**config.mk**
```make
export PLATFORM = sky130hd
export DESIGN_NAME = muldiv_sequencer
export DESIGN_NICKNAME = d
export VERILOG_FILES = /design/src/rtl/muldiv_sequencer_pkg.sv /design/src/rtl/muldiv_iter_dp.sv /design/src/rtl/muldiv_sequencer.sv
export SDC_FILE = /design/constraint.sdc
export NUM_CORES = 1
export LEC_CHECK = 0
export CAP_MARGIN = 30
export CORE_MARGIN = 1
export CORE_UTILIZATION = 61
export CTS_CLUSTER_DIAMETER = 200
export DETAILED_ROUTE_END_ITERATION = 16
export GPL_TIMING_DRIVEN = 0
export PLACE_DENSITY = 0.79
export SLEW_MARGIN = 0
export SYNTH_ARGS = -nofsm -noshare
export SYNTH_HDL_FRONTEND = slang
export SYNTH_HIERARCHICAL = 1
export SYNTH_SLANG_ARGS = --single-unit
export TNS_END_PERCENT = 30
```
**constraint.sdc**
```tcl
create_clock -name clk -period 3.9 [get_ports clk]
set_input_delay 0.78 -clock clk [delete_from_list [all_inputs] [get_ports clk]]
set_output_delay 0.78 -clock clk [all_outputs]
set_load 0.02 [all_outputs]
```
**src/rtl/muldiv_sequencer_pkg.sv**
```systemverilog
// Shared constants for the RV32M multiply/divide sequencer: funct3 codes, FSM
// encodings, special operand values and signedness decode helpers.
package muldiv_sequencer_pkg;

  localparam logic [2:0] MUL_F    = 3'b000;
  localparam logic [2:0] MULH_F   = 3'b001;
  localparam logic [2:0] MULHSU_F = 3'b010;
  localparam logic [2:0] MULHU_F  = 3'b011;
  localparam logic [2:0] DIV_F    = 3'b100;
  localparam logic [2:0] DIVU_F   = 3'b101;
  localparam logic [2:0] REM_F    = 3'b110;
  localparam logic [2:0] REMU_F   = 3'b111;

  localparam logic [1:0] S_IDLE = 2'd0;
  localparam logic [1:0] S_CALC = 2'd1;
  localparam logic [1:0] S_FIX  = 2'd2;
  localparam logic [1:0] S_DONE = 2'd3;

  localparam logic [31:0] INT_MIN  = 32'h8000_0000;
  localparam logic [31:0] ALL_ONES = 32'hFFFF_FFFF;

  function automatic logic op1_is_signed(input logic [2:0] f3);
    return (f3 == MUL_F) || (f3 == MULH_F) || (f3 == MULHSU_F) ||
           (f3 == DIV_F) || (f3 == REM_F);
  endfunction

  function automatic logic op2_is_signed(input logic [2:0] f3);
    return (f3 == MUL_F) || (f3 == MULH_F) || (f3 == DIV_F) || (f3 == REM_F);
  endfunction

endpackage

```
**src/rtl/muldiv_iter_dp.sv**
```systemverilog
// Combinational single-iteration datapath: one shift-add multiply step (LSB
// first) or one restoring-division step (MSB first) over the shared accumulator.
module muldiv_iter_dp #(
  parameter int unsigned WIDTH = 32
) (
  input  logic               is_div,
  input  logic [2*WIDTH-1:0] acc,
  input  logic [WIDTH-1:0]   rem,
  input  logic [WIDTH-1:0]   mcand,
  output logic [2*WIDTH-1:0] acc_next,
  output logic [WIDTH-1:0]   rem_next
);

  logic [WIDTH:0] sum;
  logic [WIDTH:0] shifted;
  logic [WIDTH:0] diff;

  // Multiply: acc = {partial product hi, remaining multiplier bits}.
  // Divide:   acc[WIDTH-1:0] shifts dividend bits out and quotient bits in.
  always_comb begin
    sum      = {1'b0, acc[2*WIDTH-1:WIDTH]} + (acc[0] ? {1'b0, mcand} : '0);
    shifted  = {rem, acc[WIDTH-1]};
    diff     = shifted - {1'b0, mcand};
    acc_next = acc;
    rem_next = rem;
    if (is_div) begin
      // Partial remainder stays below the divisor, so a clear diff MSB means no borrow.
      if (!diff[WIDTH]) begin
        rem_next = diff[WIDTH-1:0];
        acc_next = {acc[2*WIDTH-1:WIDTH], acc[WIDTH-2:0], 1'b1};
      end else begin
        rem_next = shifted[WIDTH-1:0];
        acc_next = {acc[2*WIDTH-1:WIDTH], acc[WIDTH-2:0], 1'b0};
      end
    end else begin
      acc_next = {sum, acc[WIDTH-1:1]};
    end
  end

endmodule

```
**src/rtl/muldiv_sequencer.sv**
```systemverilog
// Multi-cycle RV32M multiply/divide unit: one bit per cycle, holds the pipeline
// through stall, abandons work on kill, and short-circuits divide corner cases.
module muldiv_sequencer
  import muldiv_sequencer_pkg::*;
#(
  parameter int unsigned WIDTH = 32,
  parameter int unsigned CNT_W = 6
) (
  input  logic             clk,
  input  logic             rst_n,
  input  logic             start,
  input  logic [2:0]       funct3,
  input  logic [WIDTH-1:0] op1,
  input  logic [WIDTH-1:0] op2,
  input  logic             kill,
  output logic [WIDTH-1:0] result,
  output logic             busy,
  output logic             done,
  output logic             stall
);

  logic [1:0]         state_q, state_d;
  logic [CNT_W-1:0]   cnt_q, cnt_d;
  logic [2:0]         f3_q, f3_d;
  logic               sa_q, sa_d, sb_q, sb_d;
  logic [2*WIDTH-1:0] acc_q, acc_d, acc_nx;
  logic [WIDTH-1:0]   rem_q, rem_d, rem_nx;
  logic [WIDTH-1:0]   mcand_q, mcand_d;
  logic [WIDTH-1:0]   result_q, result_d;

  logic               in_sa, in_sb, in_div, div_zero, div_ovf;
  logic [WIDTH-1:0]   a_abs, b_abs, fast_res, fix_res, quo_f, rem_f;
  logic [2*WIDTH-1:0] prod_f;

  muldiv_iter_dp #(.WIDTH(WIDTH)) u_iter_dp (
    .is_div   (f3_q[2]),
    .acc      (acc_q),
    .rem      (rem_q),
    .mcand    (mcand_q),
    .acc_next (acc_nx),
    .rem_next (rem_nx)
  );

  always_comb begin
    in_sa    = op1_is_signed(funct3) && op1[WIDTH-1];
    in_sb    = op2_is_signed(funct3) && op2[WIDTH-1];
    a_abs    = in_sa ? -op1 : op1;
    b_abs    = in_sb ? -op2 : op2;
    in_div   = funct3[2];
    div_zero = in_div && (op2 == '0);
    div_ovf  = ((funct3 == DIV_F) || (funct3 == REM_F)) && (op1 == INT_MIN) &&
               (op2 == ALL_ONES);
    if (div_zero) fast_res = funct3[1] ? op1 : ALL_ONES;
    else          fast_res = funct3[1] ? '0 : INT_MIN;
  end

  // Sign flags are only ever set for signed operands, so unsigned ops pass through.
  always_comb begin
    prod_f  = (sa_q ^ sb_q) ? -acc_q : acc_q;
    quo_f   = (sa_q ^ sb_q) ? -acc_q[WIDTH-1:0] : acc_q[WIDTH-1:0];
    rem_f   = sa_q ? -rem_q : rem_q;
    fix_res = '0;
    unique case (f3_q)
      MUL_F:                      fix_res = prod_f[WIDTH-1:0];
      MULH_F, MULHSU_F, MULHU_F:  fix_res = prod_f[2*WIDTH-1:WIDTH];
      DIV_F, DIVU_F:              fix_res = quo_f;
      REM_F, REMU_F:              fix_res = rem_f;
      default:                    fix_res = '0;
    endcase
  end

  always_comb begin
    state_d  = state_q;
    cnt_d    = cnt_q;
    f3_d     = f3_q;
    sa_d     = sa_q;
    sb_d     = sb_q;
    acc_d    = acc_q;
    rem_d    = rem_q;
    mcand_d  = mcand_q;
    result_d = result_q;
    unique case (state_q)
      S_IDLE: begin
        if (start && !kill) begin
          f3_d = funct3;
          sa_d = in_sa;
          sb_d = in_sb;
          if (div_zero || div_ovf) begin
            result_d = fast_res;
            state_d  = S_DONE;
          end else begin
            cnt_d   = '0;
            rem_d   = '0;
            acc_d   = {{WIDTH{1'b0}}, (in_div ? a_abs : b_abs)};
            mcand_d = in_div ? b_abs : a_abs;
            state_d = S_CALC;
          end
        end
      end
      S_CALC: begin
        acc_d = acc_nx;
        rem_d = rem_nx;
        cnt_d = cnt_q + 1'b1;
        if (cnt_q == CNT_W'(WIDTH - 1)) state_d = S_FIX;
      end
      S_FIX: begin
        result_d = fix_res;
        state_d  = S_DONE;
      end
      S_DONE:  state_d = S_IDLE;
      default: state_d = S_IDLE;
    endcase
    if (kill) begin
      state_d  = S_IDLE;
      result_d = result_q;
    end
  end

  always_ff @(posedge clk or negedge rst_n) begin
    if (!rst_n) begin
      state_q  <= S_IDLE;
      cnt_q    <= '0;
      f3_q     <= '0;
      sa_q     <= 1'b0;
      sb_q     <= 1'b0;
      acc_q    <= '0;
      rem_q    <= '0;
      mcand_q  <= '0;
      result_q <= '0;
    end else begin
      state_q  <= state_d;
      cnt_q    <= cnt_d;
      f3_q     <= f3_d;
      sa_q     <= sa_d;
      sb_q     <= sb_d;
      acc_q    <= acc_d;
      rem_q    <= rem_d;
      mcand_q  <= mcand_d;
      result_q <= result_d;
    end
  end

  assign result = result_q;
  assign busy   = (state_q != S_IDLE) && (state_q != S_DONE);
  assign done   = (state_q == S_DONE);
  assign stall  = ((state_q == S_IDLE) && start && !kill) || busy;

endmodule
```
==> flow_summary.toml <==
[outcome]
status = "complete, no violations"

[route]
via_per_inst = 7.19
vias = 21000
wire_per_inst_um = 26.8
drtAntennaViolNets = 0
routed_wl_mm = 78.4
dr.first_iter.drc_count = 3922
drc = 0
dr.pass1.iters = 7

[finish]
area_delta_synth_final_pct = 13.6
n_antenna_cell = 0
fin_nets = 2673
final_util = 0.703
fin_area_mm2 = 0.0201
stdcell_count = 2923
fill_cells = 2270
drive_gt1_frac = 0.0721

[synthesis]
ys.flop_type = "dfrtp_1"
synth_top_area_cell = "dfrtp_1"
synth-seq-cells = 173
ys_types = 88
synthArstFlopShare = 1.00
syn_inst = 2389
synth_top_area_frac = 0.244
yosysWarnings = 6
synth_area_per_cell_um2 = 7.41
syn-cell-area_mm2 = 0.0177
synthTopCellsByArea = "dfrtp_1 24%, nand2_1 6.6%, ha_1 5.2%, nor2_1 4.8%, xnor2_1 4.7%"
yosys-top-cells-count = "310 x nand2_1, 227 x nor2_1, 173 x dfrtp_1"
synth_nets = 2536
synth.most_common_cell = "nand2_1"
synth-edff-count = 0
synth.yosys.seq_area_share = 0.244

[grt]
antenna_found_initial = 1
grt_pass1_wl_mm = 114
grt_max_degree = 107
grt_util_all_layers = 0.525
grt_pass1_vias = 18800
grt_overflow_total = 0

[power_and_ir_drop]
leakage_nw = 8.81
ir_drop_mv = 0.615
total_power_w = 0.0147
power_density_mw_per_mm2 = 731

[placed_design]
pre_cts_slack_ns = -0.591
dpl-instance-area_mm2 = 0.0193
hpwl_mm = 59.8
dp.cells = 2877
portBuffers = 103
gp_congestion = 1.11

[setup_path]
critPathSlowestCell = "clkdlybuf4s50_1"
endpoint_kind = "register"
crit_path_max_incr_delay_ns = 0.56
crit_top_cell = "nand2_1"
critical_path_class = "primary input to register"
path_buf_inv = 4
crit_chain = "clkdlybuf4s50_1, inv_1, ha_1, or4b_1, nor4_4, nand3_2, o211ai_4, a21boi_2, buf_4, buf_2, nand2_1, nand2_1"
critPathMaxFanout = 10
critical_path.top_delay_family = "buffers and inverters"
cp.arrival_ns = 4.29
startpoint_type = "primary input"
required_ns = 4.30

[floorplan]
initial_core_util = 0.619
dieWidth_um = 172
die_area_mm2 = 0.0297
design.core.area_mm2 = 0.0286
rows = 62
die_y_um = 172
ios = 106

[clock_tree]
numCtsBuffers = 17
clk_latency_ns = 0.49
cts_tree = "done"
cts_buffer_depth = 2
holdBufCountCts = 0
cts_sinks = 173
h-tree-depth = 4
cts.reportedPaths.clkPinSlew_ns = 0.08
cts_root_buffer = "clkbuf_16"

[worst_hold_path]
worstHoldPathType = "primary input to async pin"

[timing]
finalSetupViolations = 0
fmax_ghz = 0.257
worst_pin_slew_ns = 1.02
finClkSkew_ns = 0.0238
fin_crit_sh = 0.998
rsz0062_at_grt = "true"
relSlewSlack = 0.313
hold_violations = 0
worst_slack_ns = 0.00727
slew_violations = 0
min_period_ns = 3.89

[run]
drv_cap = 0
[final timing paths]
kind / cells after the start / endpoint / startpoint / slack [ns]
min in group clk: 2 / cnt_q[1] / cnt_q[1] / 0.54
worst max-delay path: 12 / acc_q[50] / op1[0] / 0.007
max in group asynchronous: 2 / rem_q[0] / rst_n / 2.63
worst min-delay path: 1 / acc_q[48] / rst_n / 0.29
worst max register to register: 15 / rem_q[21] / mcand_q[5] / 0.06
worst min register to register: 2 / cnt_q[1] / cnt_q[1] / 0.54
[layout make-up]
type | instances | area (µm²) | share of cell area
clock buffer | 18 | 439 | 0.0218
inverter | 84 | 315 | 0.0157
sequential | 173 | 4330 | 0.215
buffer | 147 | 634 | 0.0315
timing repair buffer | 119 | 1190 | 0.0590
tap | 384 | 480 | 0.0239
multi-input combinational | 1984 | 12600 | 0.626
clock inverter | 14 | 144 | 0.00715
[flip-flops by register name (all words and copies together) (netlist names)]
register / count
rem_q: 32
sa_q: 1
result: 32
sb_q: 1
acc_q: 64
f3_q: 3
state_q: 2
cnt_q: 6
mcand_q: 32
[cells by family (layout without fill, tap and decap cells)]
group | count (synthesis) | after routing | share of synthesized area
compound gates | 650 | 650 | 0.232
xor+xnor | 185 | 185 | 0.0915
buf+inv | 232 | 382 | 0.0531
fa+ha+maj | 76 | 76 | 0.0545
mux | 101 | 101 | 0.0604
simple gates | 972 | 972 | 0.264
flops | 173 | 173 | 0.244
[per-layer routing]
layer	GRT usage	routed length (µm)	part of all wire
met2	0.748	32000	0.41
met3	0.180	12000	0.15
met5	0	13	0.00017
met1	0.670	28000	0.36
met4	0.344	6480	0.083
[report_power, final]
group	internal [W]	switching [W]	total, W	leakage [nW]
Sequential	0.00231	0.00126	0.00357	2.25
Clock	0.000872	0.000926	0.00180	0.283
Combinational	0.00342	0.00593	0.00935	6.28
Total	0.00660	0.00812	0.0147	8.81
[timing repair]
| item | CTS | global route |
|---|---|---|
| hold endpoints to repair | 0 | 0 |
| pin swaps | 2 | 9 |
| buffers inserted | 3 | 11 |
| endpoints found under the setup margin | 68 | 112 |
| gates resized for setup | 6 | 23 |
[worst register-to-register path, stage by stage (launching register included)]
cell      delay, ns
dfrtp_1        0.64
inv_1          0.09
ha_1           0.39
nand2_1        0.12
a211o_1        0.35
a31oi_4        0.25
a221o_2        0.26
a31oi_4        0.12
a21o_4         0.27
a311oi_4       0.34
buf_6          0.19
buf_8          0.17
mux2i_1        0.21
a21oi_1        0.11
nand3_1        0.14
nand2_1        0.06
[through the flow]
| stage | TNS (ns) | hold WS, ns |
|---|---|---|
| 5_1_grt | -0.177 | 0.331 |
| 4_1_cts | 0 | 0.305 |
| 6_report | 0 | 0.288 |
| 3_3_place_gp | -970.71 | 0.483 |
| 3_5_place_dp | -65.53 | 0.514 |
| 2_1_floorplan | 0 | 0.464 |
[layout by cell type, fill, tap and decap left out, drive strengths merged, types with 8 or more instances in the layout]
cell             n
clkbuf         111
and2            42
nor2b           17
a211oi          19
or2             15
o21ai          168
xor2            90
o41ai           16
o21bai          17
mux2            47
nor3b            8
mux2i           54
ha              74
inv             91
nand2          310
nor2           227
o211ai          16
o31ai           29
and3            20
o22ai           24
nand3          116
or4             25
buf             71
xnor2           95
nor4            41
clkdlybuf4s50  102
dfrtp          173
o21a            17
a31oi           73
a21oi          160
nor3            60
a221o            8
a21o            37
a41oi            8
nand2b          19
nand4           26
or3             22
Note: power is estimated with default switching activity, not from simulation.
